$ cat config.mk
export PLATFORM = sky130hd
export DESIGN_NAME = ifetch
export DESIGN_NICKNAME = d
export VERILOG_FILES = /design/src/rtl/ifetch.sv
export SDC_FILE = /design/constraint.sdc
export NUM_CORES = 1
export LEC_CHECK = 0
export BUFFER_PORTS_ARGS = -buffer_cell sky130_fd_sc_hd__buf_2
export CAP_MARGIN = 10
export CORE_ASPECT_RATIO = 0.5
export CORE_MARGIN = 2
export CORE_UTILIZATION = 52
export DETAILED_ROUTE_END_ITERATION = 7
export PLACE_DENSITY = 0.8
export SYNTH_ARGS = -nofsm -noshare
export SYNTH_HDL_FRONTEND = slang
export SYNTH_SLANG_ARGS = --single-unit
$ cat constraint.sdc
create_clock -name clk -period 2 [get_ports clk]
set_input_delay 0.3 -clock clk [delete_from_list [all_inputs] [get_ports clk]]
set_output_delay 0.3 -clock clk [all_outputs]
set_load 0.01 [all_outputs]
$ cat src/rtl/ifetch.sv
// Instruction fetch: one outstanding request, single-entry IR, redirect squash.
// Define IFETCH_TIMEOUT_EN to turn a stuck fetch into a NOP plus a bus_err pulse.
module ifetch (
    input  logic        clk,
    input  logic        rst,
    output logic        mem_req,
    output logic [15:0] mem_addr,
    input  logic        mem_ack,
    input  logic [15:0] mem_rdata,
    output logic [15:0] ir,
    output logic        ir_valid,
    input  logic        ir_ready,
    output logic [15:0] pc_out,
    input  logic        redirect_en,
    input  logic [15:0] redirect_pc,
    output logic        bus_err
);

    typedef enum logic [1:0] {
        FETCH  = 2'd0,
        SQUASH = 2'd1,
        HOLD   = 2'd2
    } state_t;

    state_t      state;
    logic [15:0] pc;
    logic        sq_done;

    assign mem_req = !rst && (state == FETCH || state == SQUASH);

`ifdef IFETCH_TIMEOUT_EN
    logic [3:0] tmo_cnt;
    logic       tmo;
    logic       berr_q;

    assign tmo     = (tmo_cnt == 4'hF);
    assign sq_done = mem_ack || tmo;
    assign bus_err = berr_q;
`else
    assign sq_done = mem_ack;
    assign bus_err = 1'b0;
`endif

    always_ff @(posedge clk) begin
        if (rst) begin
            state    <= FETCH;
            pc       <= 16'h0000;
            mem_addr <= 16'h0000;
            ir       <= 16'h0000;
            ir_valid <= 1'b0;
            pc_out   <= 16'h0000;
`ifdef IFETCH_TIMEOUT_EN
            tmo_cnt  <= 4'h0;
            berr_q   <= 1'b0;
`endif
        end else begin
`ifdef IFETCH_TIMEOUT_EN
            berr_q <= 1'b0;
            if (mem_req && !mem_ack)
                tmo_cnt <= tmo_cnt + 4'h1;
            else
                tmo_cnt <= 4'h0;
`endif
            unique case (state)
                FETCH: begin
                    if (redirect_en) begin
                        pc <= redirect_pc;
                        // With ack the old beat is dropped and the
                        // new address goes out next cycle.
                        if (mem_ack) begin
                            mem_addr <= redirect_pc;
                        end else begin
                            state <= SQUASH;
`ifdef IFETCH_TIMEOUT_EN
                            tmo_cnt <= 4'h0;
`endif
                        end
                    end else if (mem_ack) begin
                        ir       <= mem_rdata;
                        pc_out   <= pc;
                        ir_valid <= 1'b1;
                        pc       <= pc + 16'd1;
                        state    <= HOLD;
`ifdef IFETCH_TIMEOUT_EN
                    end else if (tmo) begin
                        berr_q   <= 1'b1;
                        ir       <= 16'h0000;
                        pc_out   <= pc;
                        ir_valid <= 1'b1;
                        pc       <= pc + 16'd1;
                        state    <= HOLD;
                        tmo_cnt  <= 4'h0;
`endif
                    end
                end
                SQUASH: begin
                    if (redirect_en)
                        pc <= redirect_pc;
                    if (sq_done) begin
                        state    <= FETCH;
                        mem_addr <= redirect_en ? redirect_pc : pc;
`ifdef IFETCH_TIMEOUT_EN
                        tmo_cnt  <= 4'h0;
`endif
                    end
                end
                HOLD: begin
                    if (redirect_en) begin
                        ir_valid <= 1'b0;
                        pc       <= redirect_pc;
                        mem_addr <= redirect_pc;
                        state    <= FETCH;
                    end else if (ir_ready) begin
                        ir_valid <= 1'b0;
                        mem_addr <= pc;
                        state    <= FETCH;
                    end
                end
                default: state <= FETCH;
            endcase
        end
    end

endmodule

==> reports/results.ini, run 1 <==
[setup_path]
cpLargestDelayFamily=simple AND/OR/NAND/NOR gates
slowest_delay_ns=0.39
arrival_ns=2.09
cp_num_buf_inv=1
crit_fanout=8
cp-end-kind=flip-flop
crit_required_ns=2.20
crit_type=reg2reg
crit_path_cell_trace=inv_1, ha_1, nor2b_2, and2_2, o21ai_0, a21oi_1, a2111oi_2
start_kind=flip-flop
slowest_stage=dfxtp_1

[cts]
post_cts_buffers=0
clk_pin_slew_ns=0.05
htree_levels=3
cts_tree=built
cts_made_buffers=9
clockRootBuffer=clkbuf_16
cts_sinks=67
clk_path_buf_depth=2
clock_latency_ns=0.33

[timing]
timing.setup.tns_ns=0
setup-violations-final=0
clock_skew_ns=0.00428
finalHoldViolCount=0
whs_ns=0.208
period_needed_ns=1.89
fin_crit_sh_pct=94.5
setup_ws_ns=0.109
fmax_mhz=529
grt_setup_unrepaired=false
final_max_slew_viol_count=0

[die]
coreArea_mm2=0.00598
start_util_pct=52.9
die_h_um=59.1
die_area_mm2=0.00676
die_x_um=114
rows=20
io_pins=88

[global_routing]
antenna_found_initial=0
grt_pass1_vias=2532
grt_max_degree=33
grt_usage_pct=24.7
grt_pass1_wl_mm=12.7
grt.overflow.total=0

[cells_and_area]
nFillCells=494
area.growth.synth_to_final_pct=30.2
fin_nets=527
multiInputGateArea_mm2=0.00167
diodes=0
regArea_mm2=0.00134
drive_gt1_share_pct=29.0

[synthesis]
syn_nets=438
netlist_top_cells_area=dfxtp_1 (42%), nand2_1 (9.4%), a21oi_1 (7.3%)
synth_edf_count=0
synth.distinct_cells=53
ys_top_cells_by_count=nand2_1 (79), dfxtp_1 (67), a21oi_1 (46)
async_reset_ff_share_pct=0
yosysSeqAreaShare_pct=42.4
synth_area_mm2=0.00316
synth_top_cell_by_area=dfxtp_1
ys.flop_type=dfxtp_1
syn_inst=396
syn_area_per_cell_um2=7.98
synth_top_cell_area_share_pct=42.4
yosysMostFrequentCell=nand2_1
synth_warnings=0
synth_seq_cells=67

[routing]
vias=3097
routedWlPerCell_um=14.3
totalWireLength_mm=8.09
drt_iter0_markers=298
firstDrtPassIters=5
antenna_left=0
drc_errors=0
routed_via_density=5.46

[place]
place_congestion=0.858
detailedPlace.worstSlack_ns=-0.0143
post-dp-hpwl_mm=5.80
numPortBuffers=86

[power]
vdd_drop_max_mv=0.625
p_leak_nw=1.86
p_per_area_mw_per_mm2=991

[run_status]
status=completed

[hold_path]
hold_path.class=in2reg

[run]
cap_violations=0

==> per-stage QoR <==
step	total power (W)	instances	instance area (µm²)	utilization [%]
finish	0.00408	567	4120	68.8
CTS	0.00409	567	4110	68.7
global placement	0.00228	551	3770	63.0
global route	0.00425	567	4120	68.8
floorplan	0.00200	396	3160	-
detailed placement	0.00229	551	3770	63.0
==> placed cells by master (no fill, tap or decap), types with 2 or more instances in the layout <==
cell type  netlist  routed
nor2_1          44      44
nand2_1         79      79
mux2i_1         16      16
a21oi_1         46      45
dfxtp_1         67      67
inv_1            6       6
or2_2            2       2
o21ai_0         10      10
bufinv_16        0       3
buf_4            1      20
a22oi_1          6       6
a2111oi_2        2       2
and2_1           3       2
buf_12           0       3
a31oi_1          3       3
nand2b_1         3       3
xnor2_1          2       2
a211oi_1        16      16
clkbuf_16        0       9
ha_1             5       5
o21ai_1          2       2
buf_2           16      86
clkinv_2         0       2
inv_2            2       2
nand3_1          5       5
o31ai_1          3       3
nor3_1           6       6
nand4_1          6       6
nor4_1           5       5
==> sequential cells by signal (all words and copies together), names as in the netlist <==
register / flops
pc: 16
mem_addr: 16
pc_out: 16
state: 2
ir: 16
ir_valid: 1
==> worst paths after layout <==
path	from	to	slack, ns	cells past startpoint
max	state[1]	pc[12]	0.11	7
min	mem_rdata[10]	ir[10]	0.21	3
max reg2reg	state[1]	pc[12]	0.11	7
min reg2reg	pc_out[15]	pc_out[15]	0.45	2
==> repair_timing <==
item,in CTS,in global routing
hold buffers,0,0
gates resized for setup,1,2
endpoints found under the setup margin,1,7
==> worst reg2reg max path: stages (launching register included) <==
cell and delay [ns]:
dfxtp_1 0.39, inv_1 0.09, ha_1 0.39, nor2b_2 0.24, and2_2 0.28, o21ai_0 0.13
a21oi_1 0.20, a2111oi_2 0.05
==> cell families (layout without fill, tap and decap cells) <==
logic type,after synthesis,in the layout,synth area share (%)
DFF,67,67,42.4
and+or+nand+nor,165,165,24.0
buffers and inverters,39,133,5.38
other,1,1,0.119
muxes,17,17,5.42
adders and majority gates,5,5,1.98
xor gates and xnor gates,3,3,0.831
AOI/OAI and AO/OA,99,99,19.8
==> where the power goes <==
| group | switching [W] | internal (W) |
|---|---|---|
| sequential | 0.0000950 | 0.00145 |
| clock | 0.000554 | 0.00125 |
| combinational | 0.000415 | 0.000318 |
==> routing by layer <==
layer / part of all wire (%) / vias to the layer above / GRT usage [%]
met1: 48 / 1403 / 34.8
met4: 0.80 / 0 / 7.32
li1: - / 1553 / -
met5: 0 / - / 0
met3: 9.1 / 5 / 8.49
met2: 42 / 136 / 36.0
==> layout make-up <==
| class | instances | share of cell area (%) |
|---|---|---|
| sequential | 67 | 32.6 |
| timing repair buffer | 109 | 15.6 |
| inverter | 8 | 0.729 |
| clock inverter | 5 | 2.43 |
| multi-input combinational | 290 | 40.5 |
| clock buffer | 11 | 5.90 |
| tap | 77 | 2.34 |
Power figures use the tool's default switching activity.
==> inputs of run 2 (changes only) <==
--- a/config.mk
+++ b/config.mk
@@ -10,6 +10,7 @@
 export CORE_ASPECT_RATIO = 0.5
 export CORE_MARGIN = 2
 export CORE_UTILIZATION = 52
+export CTS_BUF_LIST = sky130_fd_sc_hd__clkbuf_16
 export DETAILED_ROUTE_END_ITERATION = 7
 export PLACE_DENSITY = 0.8
 export SYNTH_ARGS = -nofsm -noshare
==> reports/results.ini, run 2 (synthesis results as in run 1) <==
[setup_path]
crit_fanout=8
crit_type=reg2reg
crit_path_cell_trace=inv_1, ha_1, nor2b_2, and2_2, o21ai_0, a21oi_1, a2111oi_2
r2r.worst_path.cells=7
crit_required_ns=2.20
r2r-start=state[1]
cp-end-kind=flip-flop
slowest_delay_ns=0.39
arrival_ns=2.09
ff2ff_setup_slack_ns=0.11
slowest_stage=dfxtp_1
start_kind=flip-flop
reg2reg_to=pc[12]

[cts]
cts_made_buffers=9
post_cts_buffers=0
cts_tree=built
clk_path_buf_depth=2
clock_latency_ns=0.33
cts_sinks=67
htree_levels=3
clk_pin_slew_ns=0.05
clockRootBuffer=clkbuf_16

[cells_and_area]
final_cell_mix=buf_2 (86), nand2_1 (79), dfxtp_1 (67)
nFillCells=497
diodes=0
final_common_cell=buf_2
drive_gt1_share_pct=28.8
area.growth.synth_to_final_pct=29.9
final_area_mm2=0.00411
fin_nets=527

[place]
place_congestion=0.858
post-dp-hpwl_mm=5.80
numPortBuffers=86
dpl_cell_area_mm2=0.00377

[run]
cap_violations=0

[power]
p_per_area_mw_per_mm2=983
vdd_drop_max_mv=0.625
power_w=0.00404
p_leak_nw=1.86

[timing]
finalHoldViolCount=0
clock_skew_ns=0.00455
period_needed_ns=1.89
final_max_slew_viol_count=0
setup-violations-final=0
fin_crit_sh_pct=94.5
fmax_mhz=529
grt_setup_unrepaired=false

[die]
die_h_um=59.1
die_area_mm2=0.00676
coreArea_mm2=0.00598
rows=20
io_pins=88
start_util_pct=52.9
die_x_um=114

[routing]
drt_iter0_markers=301
routed_via_density=5.48
antenna_left=0
vias=3105
routedWlPerCell_um=14.3
totalWireLength_mm=8.10
firstDrtPassIters=5
drc_errors=0

[global_routing]
grt_max_degree=33
grt.overflow.total=0
grt_use_met1_pct=34.8
antenna_found_initial=0
grt_usage_pct=24.7
grt_pass1_vias=2532
top_usage_layer=met2
grt_pass1_wl_mm=12.7
met3_usage_pct=8.49
grt_use_met2_pct=36.0

[hold_path]
whs_endpoint=ir[10]
hold_path.class=in2reg
hold_start=mem_rdata[10]
min_path_cells=3

[run_status]
status=completed

==> run 2: critical path, delay by kind of cell (launching register included) <==
family	cells	cell delay, ns
compound gates	3	0.38
fa+ha+maj	1	0.39
buf+inv	1	0.09
flops	1	0.39
simple gates	2	0.52
==> run 2: cell type report <==
type                       instances  area (µm²)  area share (%)
inverter                           8        30.0           0.731
sequential                        67        1340            32.7
multi-input combinational        290        1670            40.6
timing repair buffer             109         641            15.6
clock inverter                     7         108            2.62
tap                               77        96.3            2.35
clock buffer                       9         225            5.48
==> run 2: power breakdown <==
part,switching [W],leakage (nW),total (W),internal [W]
clock,0.000554,0.168,0.00176,0.00120
combinational,0.000416,1.14,0.000734,0.000318
sequential,0.0000948,0.550,0.00155,0.00145
total,0.00107,1.86,0.00404,0.00297
==> run 2: worst max path at each step <==
stage	startpoint	end	slack, ns	cells after the start
6_report	state[1]	pc[12]	0.11	7
5_1_grt	state[1]	pc[12]	0.001	7
4_1_cts	state[1]	pc[12]	0.1	7
3_5_place_dp	state[1]	pc[12]	-0.01	7
3_3_place_gp	state[1]	pc[12]	0.1	7
2_1_floorplan	state[0]	pc[13]	0.19	7
==> run 2: layer usage <==
metal  up-vias  routed length (µm)  part of all wire (%)
li1       1555                   -                     -
met1      1415                3960                    49
met2       130                3410                    42
met3         5                 665                   8.2
met4         0                  65                  0.80
met5         -                   0                     0
==> run 2: stage by stage <==
| step | instances | utilization, % | TNS, ns | worst slack [ns] | hold WS [ns] |
|---|---|---|---|---|---|
| finish | 567 | 68.7 | 0 | 0.110 | 0.207 |
| global route | 567 | 68.7 | 0 | 0.00119 | 0.199 |
| CTS | 567 | 68.6 | 0 | 0.0994 | 0.197 |
| detailed placement | 551 | 63.0 | -0.0152 | -0.0143 | 0.443 |
| global placement | 551 | 63.0 | 0 | 0.0997 | 0.438 |
| floorplan | 396 | - | 0 | 0.189 | 0.380 |
==> run 2: what timing repair did <==
action	in CTS	in global routing
hold buffers	0	0
gates resized for setup	1	2
setup endpoints to repair	1	7
==> inputs of run 3 (changes only) <==
--- a/config.mk
+++ b/config.mk
@@ -7,7 +7,7 @@
 export LEC_CHECK = 0
 export BUFFER_PORTS_ARGS = -buffer_cell sky130_fd_sc_hd__buf_2
 export CAP_MARGIN = 10
-export CORE_ASPECT_RATIO = 0.5
+export CORE_ASPECT_RATIO = 0.75
 export CORE_MARGIN = 2
 export CORE_UTILIZATION = 52
 export CTS_BUF_LIST = sky130_fd_sc_hd__clkbuf_16
==> reports/results.ini, run 3 (synthesis results as in run 1) <==
[run_status]
status=completed

[die]
die_x_um=94.0
rows=24
die_h_um=71.5
die_area_mm2=0.00673
coreArea_mm2=0.00586
start_util_pct=54.0
io_pins=88

[place]
placedCellCount=550
numPortBuffers=86
post-dp-hpwl_mm=6.31
place_congestion=0.887
dpl_cell_area_mm2=0.00373

[timing]
period_needed_ns=1.90
clock_skew_ns=0.00482
slew_headroom_pct=62.1
setup-violations-final=0
fin_crit_sh_pct=94.9
grt_setup_unrepaired=false
finalHoldViolCount=0
final_max_slew_viol_count=0
worst_pin_slew_ns=0.564
fmax_mhz=527

[routing]
vias=3161
dr_wl_met2_mm=3.80
drc_errors=0
routed.top_layer=met4
routedWlPerCell_um=15.3
routed_via_density=5.57
firstDrtPassIters=5
totalWireLength_mm=8.69
wl_met1_mm=3.89
drt_iter0_markers=234
antenna_left=0
met3_wirelength_um=866

[cts]
cts_sinks=67
htree_levels=3
cts_made_buffers=9
clockRootBuffer=clkbuf_16
cts_hold_buf=0
cts_tree=built
clk_path_buf_depth=2
clk_pin_slew_ns=0.06
clock_latency_ns=0.33

[cells_and_area]
area.growth.synth_to_final_pct=26.9
nFillCells=515
final_cell_mix=buf_2 (86), nand2_1 (79), dfxtp_1 (67)
fin_nets=526
drive_gt1_share_pct=28.8
layout.cells.non_filler=567
fin_util_pct=68.5
final_common_cell=buf_2
final_area_mm2=0.00401
diodes=0

[setup_path]
start_kind=flip-flop
crit_type=reg2reg
arrival_ns=2.10
crit_fanout=10
cp-end-kind=flip-flop
crit_required_ns=2.20

[power]
p_leak_nw=1.81
p_per_area_mw_per_mm2=912
vdd_drop_max_mv=0.530

[global_routing]
grt_pass1_vias=2863
grt_pass1_wl_mm=13.8
grt.overflow.total=0
grt_usage_pct=26.4
antenna_found_initial=0
grt_max_degree=33

[run]
cap_violations=0

[hold_path]
hold_path.class=in2reg

## run 3: cell count changes in the layout (fill, tap and decap cells not counted)
cell,before,now
nor2_1,44,43
nor2_2,0,1
ha_1,5,4
a211oi_2,0,1
clkinv_1,1,2
clkinvlp_4,0,2
buf_12,3,2
a211oi_4,1,0
ha_2,0,1
bufinv_16,3,0
## run 3: per-layer routing
layer,global-route usage (%),vias to the layer above
met5,0,-
met4,8.86,0
met3,9.36,18
met2,38.9,145
met1,36.2,1442
li1,-,1556
## run 3: area by class of cell
class | instances | area (µm²) | share of cell area, %
multi-input cells | 290 | 1660 | 41.4
flip-flops and latches | 67 | 1340 | 33.4
repair buffers | 108 | 621 | 15.5
clock buffers | 9 | 225 | 5.61
well taps | 78 | 97.6 | 2.43
clock inverters | 7 | 36.3 | 0.904
inverters | 8 | 30.0 | 0.748
## run 3: metrics by stage
| stage | setup TNS [ns] | setup slack [ns] | hold slack (ns) | power, W |
|---|---|---|---|---|
| after floorplan | 0 | 0.189 | 0.380 | 0.00200 |
| after global placement | 0 | 0.0807 | 0.439 | 0.00226 |
| after detailed placement | -0.167 | -0.0550 | 0.445 | 0.00228 |
| after CTS | 0 | 0.00485 | 0.203 | 0.00367 |
| after global routing | 0 | 0.0190 | 0.218 | 0.00381 |
| final | 0 | 0.102 | 0.204 | 0.00366 |
## run 3: worst paths after layout
| kind | start | depth (start not counted) | slack, ns | end |
|---|---|---|---|---|
| setup / recovery | state[0] | 7 | 0.10 | mem_addr[9] |
| hold / removal | mem_rdata[5] | 3 | 0.20 | ir[5] |
| setup reg to reg | state[0] | 7 | 0.10 | mem_addr[9] |
| hold reg to reg | ir[5] | 2 | 0.45 | ir[5] |
## run 3: critical path: stages (launching register included)
cell,delay (ns)
dfxtp_1,0.40
inv_1,0.10
ha_2,0.35
buf_4,0.18
nand2_2,0.09
buf_4,0.22
mux2i_1,0.32
a211oi_1,0.11
## run 3: repair_timing
action                                  in CTS  in global routing
pin swaps                                    0                  2
endpoints found under the setup margin       5                 14
buffers inserted                             0                  1
gates resized for setup                      2                  3
## run 3: power by group
group	switching (W)	total, W	internal (W)
logic	0.000421	0.000733	0.000312
registers	0.0000975	0.00155	0.00145
clock network	0.000563	0.00138	0.000819
